$ cat src/rtl/mips_mem_pkg.sv
// Shared MEM-stage definitions: access-size encodings, byte-enable patterns and the
// store entry layout used by the store path (and later the load-extension unit).
package mips_mem_pkg;

  localparam int MEM_ADDR_W = 32;
  localparam int MEM_DATA_W = 32;
  localparam int MEM_BE_W   = MEM_DATA_W / 8;

  typedef enum logic [1:0] {
    SZ_BYTE = 2'b00,
    SZ_HALF = 2'b01,
    SZ_WORD = 2'b10,
    SZ_ILL  = 2'b11
  } mem_size_e;

  localparam logic [MEM_BE_W-1:0] BE_ALL = 4'b1111;
  localparam logic [MEM_BE_W-1:0] BE_LO  = 4'b0011;
  localparam logic [MEM_BE_W-1:0] BE_HI  = 4'b1100;

  typedef struct packed {
    logic [MEM_ADDR_W-1:0] addr;
    logic [MEM_DATA_W-1:0] wdata;
    logic [MEM_BE_W-1:0]   be;
  } store_entry_t;

  // A store is illegal when its size is reserved or its address is not naturally aligned.
  function automatic logic store_illegal(input logic [1:0] size, input logic [1:0] addr_lo);
    logic ill;
    ill = 1'b0;
    case (size)
      SZ_BYTE: ill = 1'b0;
      SZ_HALF: ill = addr_lo[0];
      SZ_WORD: ill = (addr_lo != 2'b00);
      default: ill = 1'b1;
    endcase
    return ill;
  endfunction

endpackage

$ cat src/rtl/store_align.sv
// Combinational store lane alignment: replicates the low bytes of rt onto the
// little-endian byte lanes and derives byte enables plus an illegal-access flag.
module store_align
  import mips_mem_pkg::*;
(
  input  logic [1:0]            size,
  input  logic [1:0]            addr_lo,
  input  logic [MEM_DATA_W-1:0] data,
  output logic [MEM_DATA_W-1:0] wdata,
  output logic [MEM_BE_W-1:0]   be,
  output logic                  illegal
);

  // Replication means every lane already holds the right byte; be selects which ones land.
  for (genvar gi = 0; gi < MEM_BE_W; gi++) begin : g_lane
    assign wdata[8*gi +: 8] = (size == SZ_BYTE) ? data[7:0] :
                              (size == SZ_HALF) ? data[8*(gi%2) +: 8] :
                                                  data[8*gi +: 8];
  end

  assign illegal = store_illegal(size, addr_lo);

  always_comb begin
    be = '0;
    if (!illegal) begin
      case (size)
        SZ_BYTE: be = 4'b0001 << addr_lo;
        SZ_HALF: be = addr_lo[1] ? BE_HI : BE_LO;
        SZ_WORD: be = BE_ALL;
        default: be = '0;
      endcase
    end
  end

endmodule

$ cat src/rtl/store_write_buffer.sv
// MEM-stage store write buffer: aligns SB/SH/SW requests, drops misaligned ones with a
// one-cycle misalign pulse, and queues legal stores in a FIFO drained over valid/ready.
module store_write_buffer
  import mips_mem_pkg::*;
#(
  parameter int DEPTH  = 4,
  parameter int ADDR_W = 32,
  parameter int DATA_W = 32
) (
  input  logic                     clk,
  input  logic                     rst,
  input  logic                     req_valid,
  output logic                     req_ready,
  input  logic [ADDR_W-1:0]        req_addr,
  input  logic [DATA_W-1:0]        req_data,
  input  logic [1:0]               req_size,
  output logic                     mem_valid,
  input  logic                     mem_ready,
  output logic [ADDR_W-1:0]        mem_addr,
  output logic [DATA_W-1:0]        mem_wdata,
  output logic [3:0]               mem_be,
  output logic                     misalign,
  output logic [$clog2(DEPTH):0]   count
);

  localparam int PTR_W = $clog2(DEPTH);
  localparam int CNT_W = PTR_W + 1;

  store_entry_t           fifo_mem [DEPTH];
  store_entry_t           entry_in;
  store_entry_t           head_entry;
  logic [PTR_W-1:0]       wr_ptr_reg;
  logic [PTR_W-1:0]       rd_ptr_reg;
  logic [CNT_W-1:0]       count_reg;
  logic [CNT_W-1:0]       count_next;
  logic                   req_ready_reg;
  logic                   misalign_reg;

  logic [DATA_W-1:0]      align_wdata;
  logic [3:0]             align_be;
  logic                   align_illegal;
  logic                   accept;
  logic                   push;
  logic                   pop;
  logic                   not_empty;

  store_align u_align (
    .size    (req_size),
    .addr_lo (req_addr[1:0]),
    .data    (req_data),
    .wdata   (align_wdata),
    .be      (align_be),
    .illegal (align_illegal)
  );

  assign not_empty = (count_reg != '0);
  assign accept    = req_valid && req_ready_reg;
  assign push      = accept && !align_illegal;
  assign pop       = not_empty && mem_ready;

  always_comb begin
    entry_in       = '0;
    entry_in.addr  = {req_addr[ADDR_W-1:2], 2'b00};
    entry_in.wdata = align_wdata;
    entry_in.be    = align_be;
  end

  always_comb begin
    count_next = count_reg;
    case ({push, pop})
      2'b10:   count_next = count_reg + CNT_W'(1);
      2'b01:   count_next = count_reg - CNT_W'(1);
      default: count_next = count_reg;
    endcase
  end

  // req_ready is registered from next occupancy, so a pop on a full buffer only
  // reopens the request side on the following cycle.
  always_ff @(posedge clk) begin
    if (rst) begin
      wr_ptr_reg    <= '0;
      rd_ptr_reg    <= '0;
      count_reg     <= '0;
      req_ready_reg <= 1'b1;
      misalign_reg  <= 1'b0;
    end else begin
      if (push) wr_ptr_reg <= wr_ptr_reg + PTR_W'(1);
      if (pop)  rd_ptr_reg <= rd_ptr_reg + PTR_W'(1);
      count_reg     <= count_next;
      req_ready_reg <= (count_next != CNT_W'(DEPTH));
      misalign_reg  <= accept && align_illegal;
    end
  end

  // Storage carries no reset: occupancy alone decides what is visible.
  always_ff @(posedge clk) begin
    if (push) fifo_mem[wr_ptr_reg] <= entry_in;
  end

  assign head_entry = fifo_mem[rd_ptr_reg];

  assign mem_valid = not_empty;
  assign mem_addr  = not_empty ? head_entry.addr  : '0;
  assign mem_wdata = not_empty ? head_entry.wdata : '0;
  assign mem_be    = not_empty ? head_entry.be    : '0;
  assign req_ready = req_ready_reg;
  assign misalign  = misalign_reg;
  assign count     = count_reg;

endmodule

$ cat config.mk
export PLATFORM = sky130hd
export DESIGN_NAME = store_write_buffer
export DESIGN_NICKNAME = d
export VERILOG_FILES = /design/src/rtl/mips_mem_pkg.sv /design/src/rtl/store_align.sv /design/src/rtl/store_write_buffer.sv
export SDC_FILE = /design/constraint.sdc
export NUM_CORES = 1
export LEC_CHECK = 0
export CAP_MARGIN = 10
export CORE_AREA = 2 2 130 145
export DETAILED_ROUTE_END_ITERATION = 6
export DIE_AREA = 0 0 132 147
export DONT_BUFFER_PORTS = 1
export PLACE_DENSITY = 0.77
export SYNTH_ARGS = -nofsm -noshare
export SYNTH_HDL_FRONTEND = slang
export SYNTH_SLANG_ARGS = --single-unit
$ cat constraint.sdc
create_clock -name clk -period 3.2 [get_ports clk]
set_input_delay 0.32 -clock clk [delete_from_list [all_inputs] [get_ports clk]]
set_output_delay 0.32 -clock clk [all_outputs]
set_load 0.02 [all_outputs]
; ---- Word-level counts from Yosys, hierarchy flattened
; Memories as Yosys holds them, arrays and structs flattened. A register that Yosys moved wholly into a read port is not among the register bits.
; Cells that the tools add are included.
[word_totals]
ramBits = 264
romBits = 0
inputBits = 70
latchBits = 0
mem_count = 1
regBits = 9
elab_cells = 41
[mem_list]
columns = memory, depth, width, rd, rd_ports_with_merged_regs, write_ports, line
row1 = fifo_mem, 4, 66, 1, 1, 1, store_write_buffer.sv:29  ; store_entry_t fifo_mem [DEPTH];
[op_classes]
eq_ne = 5
div = 0
bitwise = 0
n_mux = 17
reduce_logical = 8
order_cmp = 0
add_sub_neg = 4
n_mul = 0
n_shift = 1
[ops]
columns = operator, n
row1 = $mux 32, 2
row2 = $mux 8, 5
row3 = $mux 4, 3
row4 = $pmux 4 s3, 1
row5 = $pmux 3 s2, 1
row6 = $add 2x1->2 const B, 2
row7 = $eq 2x1->1 const B, 2
row8 = $eq 2x2->1 const B, 2
row9 = $logic_and 1x1->1, 4
row10 = $mux 2, 2
row11 = $shl 1x2->4 const A, 1
row12 = $add 3x1->3 const B, 1
row13 = $ne 3x3->1 const B, 1
row14 = $pmux 1 s3, 1
row15 = $reduce_bool 3->1, 1
row16 = $sub 3x1->3 const B, 1
row17 = $logic_not 2->1, 1
row18 = $mux 1, 2
row19 = $reduce_bool 2->1, 1
row20 = $logic_not 1->1, 1

; ---- Longest topological paths before layout
; Gate-level depths: netlist of run 1.
[logic_depth]
ltp_word = 7
ltp_mapped = 10
ltp_nobuf = 9

; ---- Modules after synthesis
; From an unflattened synthesis of run 1, not the netlist that was laid out.
[hier_totals]
cells_unflattened = 545
area_unflattened_um2 = 11064.4
[modules_own_cells]
columns = mod, cells_per_inst, area_per_inst_um2, n_inst, seq_area_each_um2
row1 = store_write_buffer, 476, 10511.3, 1, 8147.8
row2 = store_align, 69, 553.0, 1, 0.0

; ---- Least setup slack after synthesis of run 1
; OpenSTA, ideal clock, no wires.
[synth_timing]
kind = input to register
start = input port req_size[0]
end = memory fifo_mem[0][0] in the netlist's numbering (enable)
path_slack_ps = 219
t_arrival_ps = 2550
setup_ps = 431
path_stages = 4
required_time_ps = 2769
cell_sequence = buf_2 > nor3_1 > o21ba_2 > and2_1
[synth_via]
elab_chain_cells = 6
word_cells_on_any_way = 8
classes_between = eq/ne: 2 / mux: 3 / reduce/logical: 3
[synth_rtl]
columns = item, line
row1 = "start, declared", store_write_buffer.sv:16  ; input logic [1:0] req_size,
row2 = "$eq 2x2->1, or another cell as far along", mips_mem_pkg.sv:30  ; case (size)
row3 = $pmux 1 s3 (*), mips_mem_pkg.sv:30
row4 = $logic_not 1->1 (*), --
row5 = $logic_and 1x1->1 (*), store_write_buffer.sv:58  ; assign push = accept && !align_illegal;
row6 = $mux 1 (*), store_write_buffer.sv:97  ; if (push) fifo_mem[wr_ptr_reg] <= entry_in;
row7 = $mux 1 (not written as such) (*), store_write_buffer.sv:97
row8 = "end, declared", store_write_buffer.sv:29
; Every way passes the cells marked *; elsewhere a longest branch is shown, timed or not.

; ---- Worst setup path after layout of run 1
[layout_timing]
start = register count_reg[0] (netlist: count[0])
end = output port mem_wdata[17]
[layout_via]
elab_chain_cells = 2
[layout_rtl]
columns = item, line
row1 = "start, declared", store_write_buffer.sv:34  ; logic [CNT_W-1:0] count_reg;
row2 = "start signal, assigned", store_write_buffer.sv:89  ; count_reg <= count_next;
row3 = $reduce_bool 3->1, store_write_buffer.sv:56  ; assign not_empty = (count_reg != '0);
row4 = $mux 32, store_write_buffer.sv:104  ; assign mem_wdata = not_empty ? head_entry.wdata : '0;
row5 = "end, declared", store_write_buffer.sv:20  ; output logic [DATA_W-1:0] mem_wdata,
; Every way passes these cells.

==> results of run 1 <==
metal layers:
metal	vias to the layer above	track usage (%)	share of wire [%]
met2	201	37.8	52
li1	2237	-	-
met3	31	4.07	7.1
met4	0	5.76	1.8
met5	-	0	0
met1	2678	29.6	39
cell usage after synthesis, drive strengths merged:
cell	instances	area share, %
edfxtp	264	72
and2	70	4.0
mux4	66	14
buf	17	1.1
mux2	17	1.7
clkbuf	12	0.41
dfxtp	11	2.0
o21ai	11	0.50
mux2i	10	0.91
nor2	10	0.37
nand2	9	0.31
inv	7	0.24
ha	5	0.57
xor2	5	0.40
a21oi	3	0.14
nor2b	3	0.17
nor3	3	0.14
nand2b	2	0.11
or3	2	0.11
a211o	1	0.080
a211oi	1	0.069
a22o	1	0.080
conb	1	0.034
fa	1	0.18
o21ba	1	0.091
o311ai	1	0.080
o31ai	1	0.069
or2	1	0.057
power breakdown:
group / internal (mW) / switching [mW] / total (mW)
clock network: 1.70 / 1.23 / 2.93
registers: 4.13 / 0.221 / 4.35
logic: 1.01 / 1.63 / 2.64
total: 6.84 / 3.08 / 9.92
cell type report:
cell class | instances | area [sq um] | area share (%)
Sequential cell | 275 | 8160 | 65.3
Multi-Input combinational cell | 226 | 2620 | 21.0
Clock inverter | 12 | 85.1 | 0.681
Tap cell | 243 | 304 | 2.43
Clock buffer | 37 | 743 | 5.95
Timing Repair Buffer | 53 | 561 | 4.49
Inverter | 7 | 26.3 | 0.210
through the flow:
stage | cells | setup WS (ns) | instance area, sq um | hold WS, ns | total power [mW]
2_1_floorplan | 537 | 0.219 | 11000 | 0.419 | 6.62
3_3_place_gp | 764 | 0.920 | 11300 | 0.392 | 6.99
3_5_place_dp | 764 | 0.847 | 11300 | 0.392 | 7.05
4_1_cts | 853 | 0.403 | 12500 | 0.00733 | 10.0
5_1_grt | 853 | 0.223 | 12500 | 0.0176 | 10.4
6_report | 853 | 0.444 | 12500 | 0.0137 | 9.92
placed cells by master, fill, tap and decap left out, types with 2 or more instances in the layout:
cell type      instances
o21ai_0               11
xor2_1                 5
nor2b_1                3
dfxtp_4                2
nand2b_1               2
inv_1                  7
nand2_1                9
clkbuf_1               7
clkinv_2               5
nor2_1                 9
clkbuf_16             27
dlygate4sd3_1         40
clkbuf_8               3
mux2_2                17
dfxtp_1                9
and2_4                 4
clkinvlp_4             2
a21oi_1                3
and2_1                66
buf_12                 5
ha_1                   5
mux4_2                66
conb_1                 2
mux2i_1               10
clkinv_1               4
buf_4                  8
edfxtp_1             264
nor3_1                 3
what timing repair did:
item,4_1_cts,5_1_grt
setup buffers,0,0
endpoints found under the hold margin,161,0
hold buffers,40,0
worst max path at each step:
stage | endpoint | depth (start not counted)
4_1_cts | mem_addr[25] | 3
3_5_place_dp | req_ready | 9
5_1_grt | mem_wdata[17] | 3
6_report | mem_wdata[17] | 3
2_1_floorplan | fifo_mem[0][0] | 4
3_3_place_gp | req_ready | 9
cells by family (layout without fill, tap and decap cells):
family | Yosys count | after routing | synth area share [%]
AO/OA/AOI/OAI | 20 | 20 | 1.11
AND/OR/NAND/NOR | 100 | 100 | 5.27
XOR/XNOR | 5 | 5 | 0.400
flip-flops | 275 | 275 | 74.4
multiplexers | 93 | 93 | 16.2
buffers and inverters | 36 | 109 | 1.76
other | 1 | 2 | 0.0343
adder cells (fa/ha/maj) | 6 | 6 | 0.754
==> metrics, run 1 <==
slowest CP cell dfxtp_1; #FFs+latches synth 275; largest net degree at the start of global routing 42; Max Cap Viol 0; vias in the first global route 5553; die extent in x about 130 um; Ys Warns 0; Nets 666; Clock Skews 0.0161 ns; Power Dens Cells 794 mW/mm^2; # IOs around 140; FP Rows between 50 and 60; Critical path buffers and inverters 1; port bufs 0; DRC 0; Worst-Skew Late Latency between 0.5 and 0.6 ns; reg-to-reg endpoint req_ready; dpl hpwl 12500 um; RSZ-0062 raised after global routing no; Max Slew Vio Count 0; Netlist cell types 31; CTS Sinks 275; Crit path largest cell delay around 0.6 ns; worst hold path stage count 2; Synth Cell Area 0.0109 sq mm; clock root cell clkbuf_16; WL final 20600 um; min-delay worst type in -> reg; fraction of layout cells with a size suffix above 1 23.6%; Syn Inst Count 536; Via Count 5147; DR vias/cell 6.03; DR WL/cell approximately 24 um; Util after Layout 69.3%; initial core utilization about three fifths; Chip Height ~150 um; area growth from synthesis to layout 14.1%; post-CTS resize count 0; sequential area share after synthesis 74.4%; Slew headroom 56.4%; initial antenna violation count 0; outcome finished clean; crit path max fanout 38; Reg2Reg Setup Slack 0.84 ns; endpoints failing hold 0; CP top delay family simple AND/OR/NAND/NOR gates; clk slew on worst S/H paths 0.06 ns; GP Congestion 0.753; crit path time final between 2 and 3 ns; Worst EP arrival 2.44 ns; H-tree Lvls 1; ANT cells 0; GRT Total Usage 22.0%; worst hold endpoint wr_ptr_reg[1]; Congestion Overflow GR 0; fmax 363 MHz; fillers 1115; first-pass GRT wire length around 32000 um; CP Launch Type flop; synthesized area per cell 20.4 sq um; router iterations before antenna repair 5; CTS tree yes; clock tree buffer depth 3; number of flip-flops in the largest register roughly 260; Initial DRC Count 414; leak pwr 3.99 nW; cells on worst reg2reg path 8; Setup crit end kind output pin; crit path launch count[0]; final setup violation count 0; die area 0.0194 sq mm; Setup TNS 0 ns; Tcrit/Tclk final between 80 and 90%; Worst EP required 2.88 ns; Worst-Margin Slew 0.654 ns; hold path start rst; area of the core 0.0180 sq mm; critical-path cell list or3_2, buf_4, and2_1; Post-DRT Antenna Nets 0; CP Class reg -> out; Peak VDD IR 665 uV; Crit Reg-Reg Startpoint count[0]; Num CTS Buffers 27
Note: power is estimated with default switching activity, not from simulation.
==> inputs of run 2 (changes only) <==
Settings changed: CAP_MARGIN 10 to default, SKIP_CTS_REPAIR_TIMING from default to 1.
==> run 2 against run 1 <==
Effect of this change:
- register-to-register slack is essentially flat
- via count down 0.85%
- core utilization fell by 0.055 points
- fmax increased by 0.57%
- critical path type unchanged
- critical endpoint is now mem_addr[25]
- largest power group unchanged
==> metrics, run 2 (same netlist as run 1, synthesis figures left out) <==
outcome finished clean; FP Rows 52 (unchanged); vias in the first global route 5316 (-4.3%); Hold Worst Slack 0.000132 ns (-0.0136 ns); DR WL/cell 24.2 um (about the same); Worst-Margin Slew 0.653 ns (-0.00135 ns); CTS tree yes; leak pwr 3.99 nW (-0.10%); Clock Skews 0.0148 ns (-0.00130 ns); die area 0.0194 sq mm (unchanged); Util after Layout 69.3% (about the same); Reg power frac 43.9% (about the same); Initial DRC Count 340 (-18%); fmax 365 MHz (+0.57%); CP Class reg -> out; combinational group share of total power 26.6% (about the same); number of flip-flops in the largest register 264 (unchanged); port bufs 0 (unchanged); Congestion Overflow GR 0 (unchanged); # IOs 144 (unchanged); ANT cells 0 (unchanged); initial antenna violation count 0 (unchanged); Worst EP required 2.88 ns (about the same); GP Congestion 0.753 (unchanged); Power Dens Cells 795 mW/mm^2 (about the same); area of the core 0.0180 sq mm (unchanged); clk slew on worst S/H paths 0.06 ns (about the same); Worst EP arrival 2.42 ns (-0.02 ns); largest net degree at the start of global routing 42 (unchanged); Finished Cell Area 0.0125 sq mm (about the same); min-delay worst type in -> reg; clock tree buffer depth 3 (unchanged); sw frac 31.1% (about the same); RSZ-0062 raised after global routing no; final setup violation count 0 (unchanged); Internal 6.84 mW (about the same); DRC 0 (unchanged); Setup crit end kind output pin; most common library cell in the layout ignoring fill and taps edfxtp_1; crit path time final 2.74 ns (-0.0155 ns); Post-DRT Antenna Nets 0 (unchanged); clock root cell clkbuf_16; die extent in x 132 um (unchanged); dpl hpwl 12500 um (unchanged); GRT Total Usage 21.5% (-0.55 points); most frequent cells in the layout edfxtp_1 (264), mux4_2 (66), and2_1 (66); CP Launch Type flop; WL final 20600 um (-0.15%); Tcrit/Tclk final 85.7% (-0.48 points); clock share of power 29.5% (about the same); Setup TNS 0 ns (unchanged); crit path max fanout 38 (unchanged); Slew headroom 56.5% (+0.090 points); Max Slew Vio Count 0 (unchanged); DR vias/cell 5.99 (-0.74%); Placed Instance Area 0.0113 sq mm (unchanged); router iterations before antenna repair 5 (unchanged); Worst-Skew Late Latency 0.52 ns (about the same); Peak VDD IR 670 uV (+0.69%); H-tree Lvls 1 (unchanged); fraction of layout cells with a size suffix above 1 23.6% (+0.039 points); Num CTS Buffers 27 (unchanged); first-pass GRT wire length 31200 um (-2.9%); Nets 665 (-0.15%); Max Cap Viol 0 (unchanged); endpoints failing hold 0 (unchanged); Switching Power 3.08 mW (about the same); initial core utilization 60.7% (unchanged); CTS Sinks 275 (unchanged); Chip Height 147 um (unchanged); area growth from synthesis to layout 14.1% (about the same); fillers 1121 (+0.54%); Via Count 5103 (-0.85%)
run 2: cell types whose count changed in the layout (fill, tap and decap cells not counted), sizes merged:
cell	delta
dlygate4sd3	-1
run 2: final timing paths:
kind | cells after the start | end | slack (ns) | from
max | 3 | mem_addr[25] | 0.46 | count[0]
min | 2 | misalign | 0.0001 | req_valid
max reg2reg | 8 | req_ready | 0.85 | count[0]
min reg2reg | 2 | flop | 0.55 | rd_ptr_reg[1]
run 2: area by class of cell:
type,instances,area (sq um),share of cell area [%]
inverter,7,26.3,0.210
clock buffer,37,743,5.95
clock inverter,12,85.1,0.681
sequential,275,8160,65.3
multi-input combinational,226,2620,21.0
tap,243,304,2.44
timing repair buffer,52,551,4.41
run 2: per-stage QoR:
stage / instances / setup WS (ns) / total power, mW
floorplan: 537 / 0.219 / 6.62
global placement: 764 / 0.920 / 6.99
detailed placement: 764 / 0.847 / 7.05
CTS: 813 / 0.403 / 9.97
global route: 852 / 0.251 / 10.3
finish: 852 / 0.459 / 9.92
run 2: per-layer routing:
metal	share of wire, %	global-route usage (%)	vias up
li1	-	-	2234
met1	39	28.5	2635
met2	52	36.6	208
met3	7.4	5.04	26
met4	1.6	5.38	0
met5	0	0	-
run 2: power by group through the flow:
stage          logic [mW]  registers [mW]  clock network, mW
6_report             2.64            4.35               2.93
5_1_grt              2.83            4.39               3.13
4_1_cts              2.63            4.36               2.98
3_5_place_dp         2.61            4.44                  0
3_3_place_gp         2.56            4.43                  0
2_1_floorplan        2.33            4.28                  0
run 2: worst max-delay path: stages, from the launching register on:
cell and delay, ns:
dfxtp_1 0.58, or3_2 0.56, buf_4 0.42, and2_1 0.32
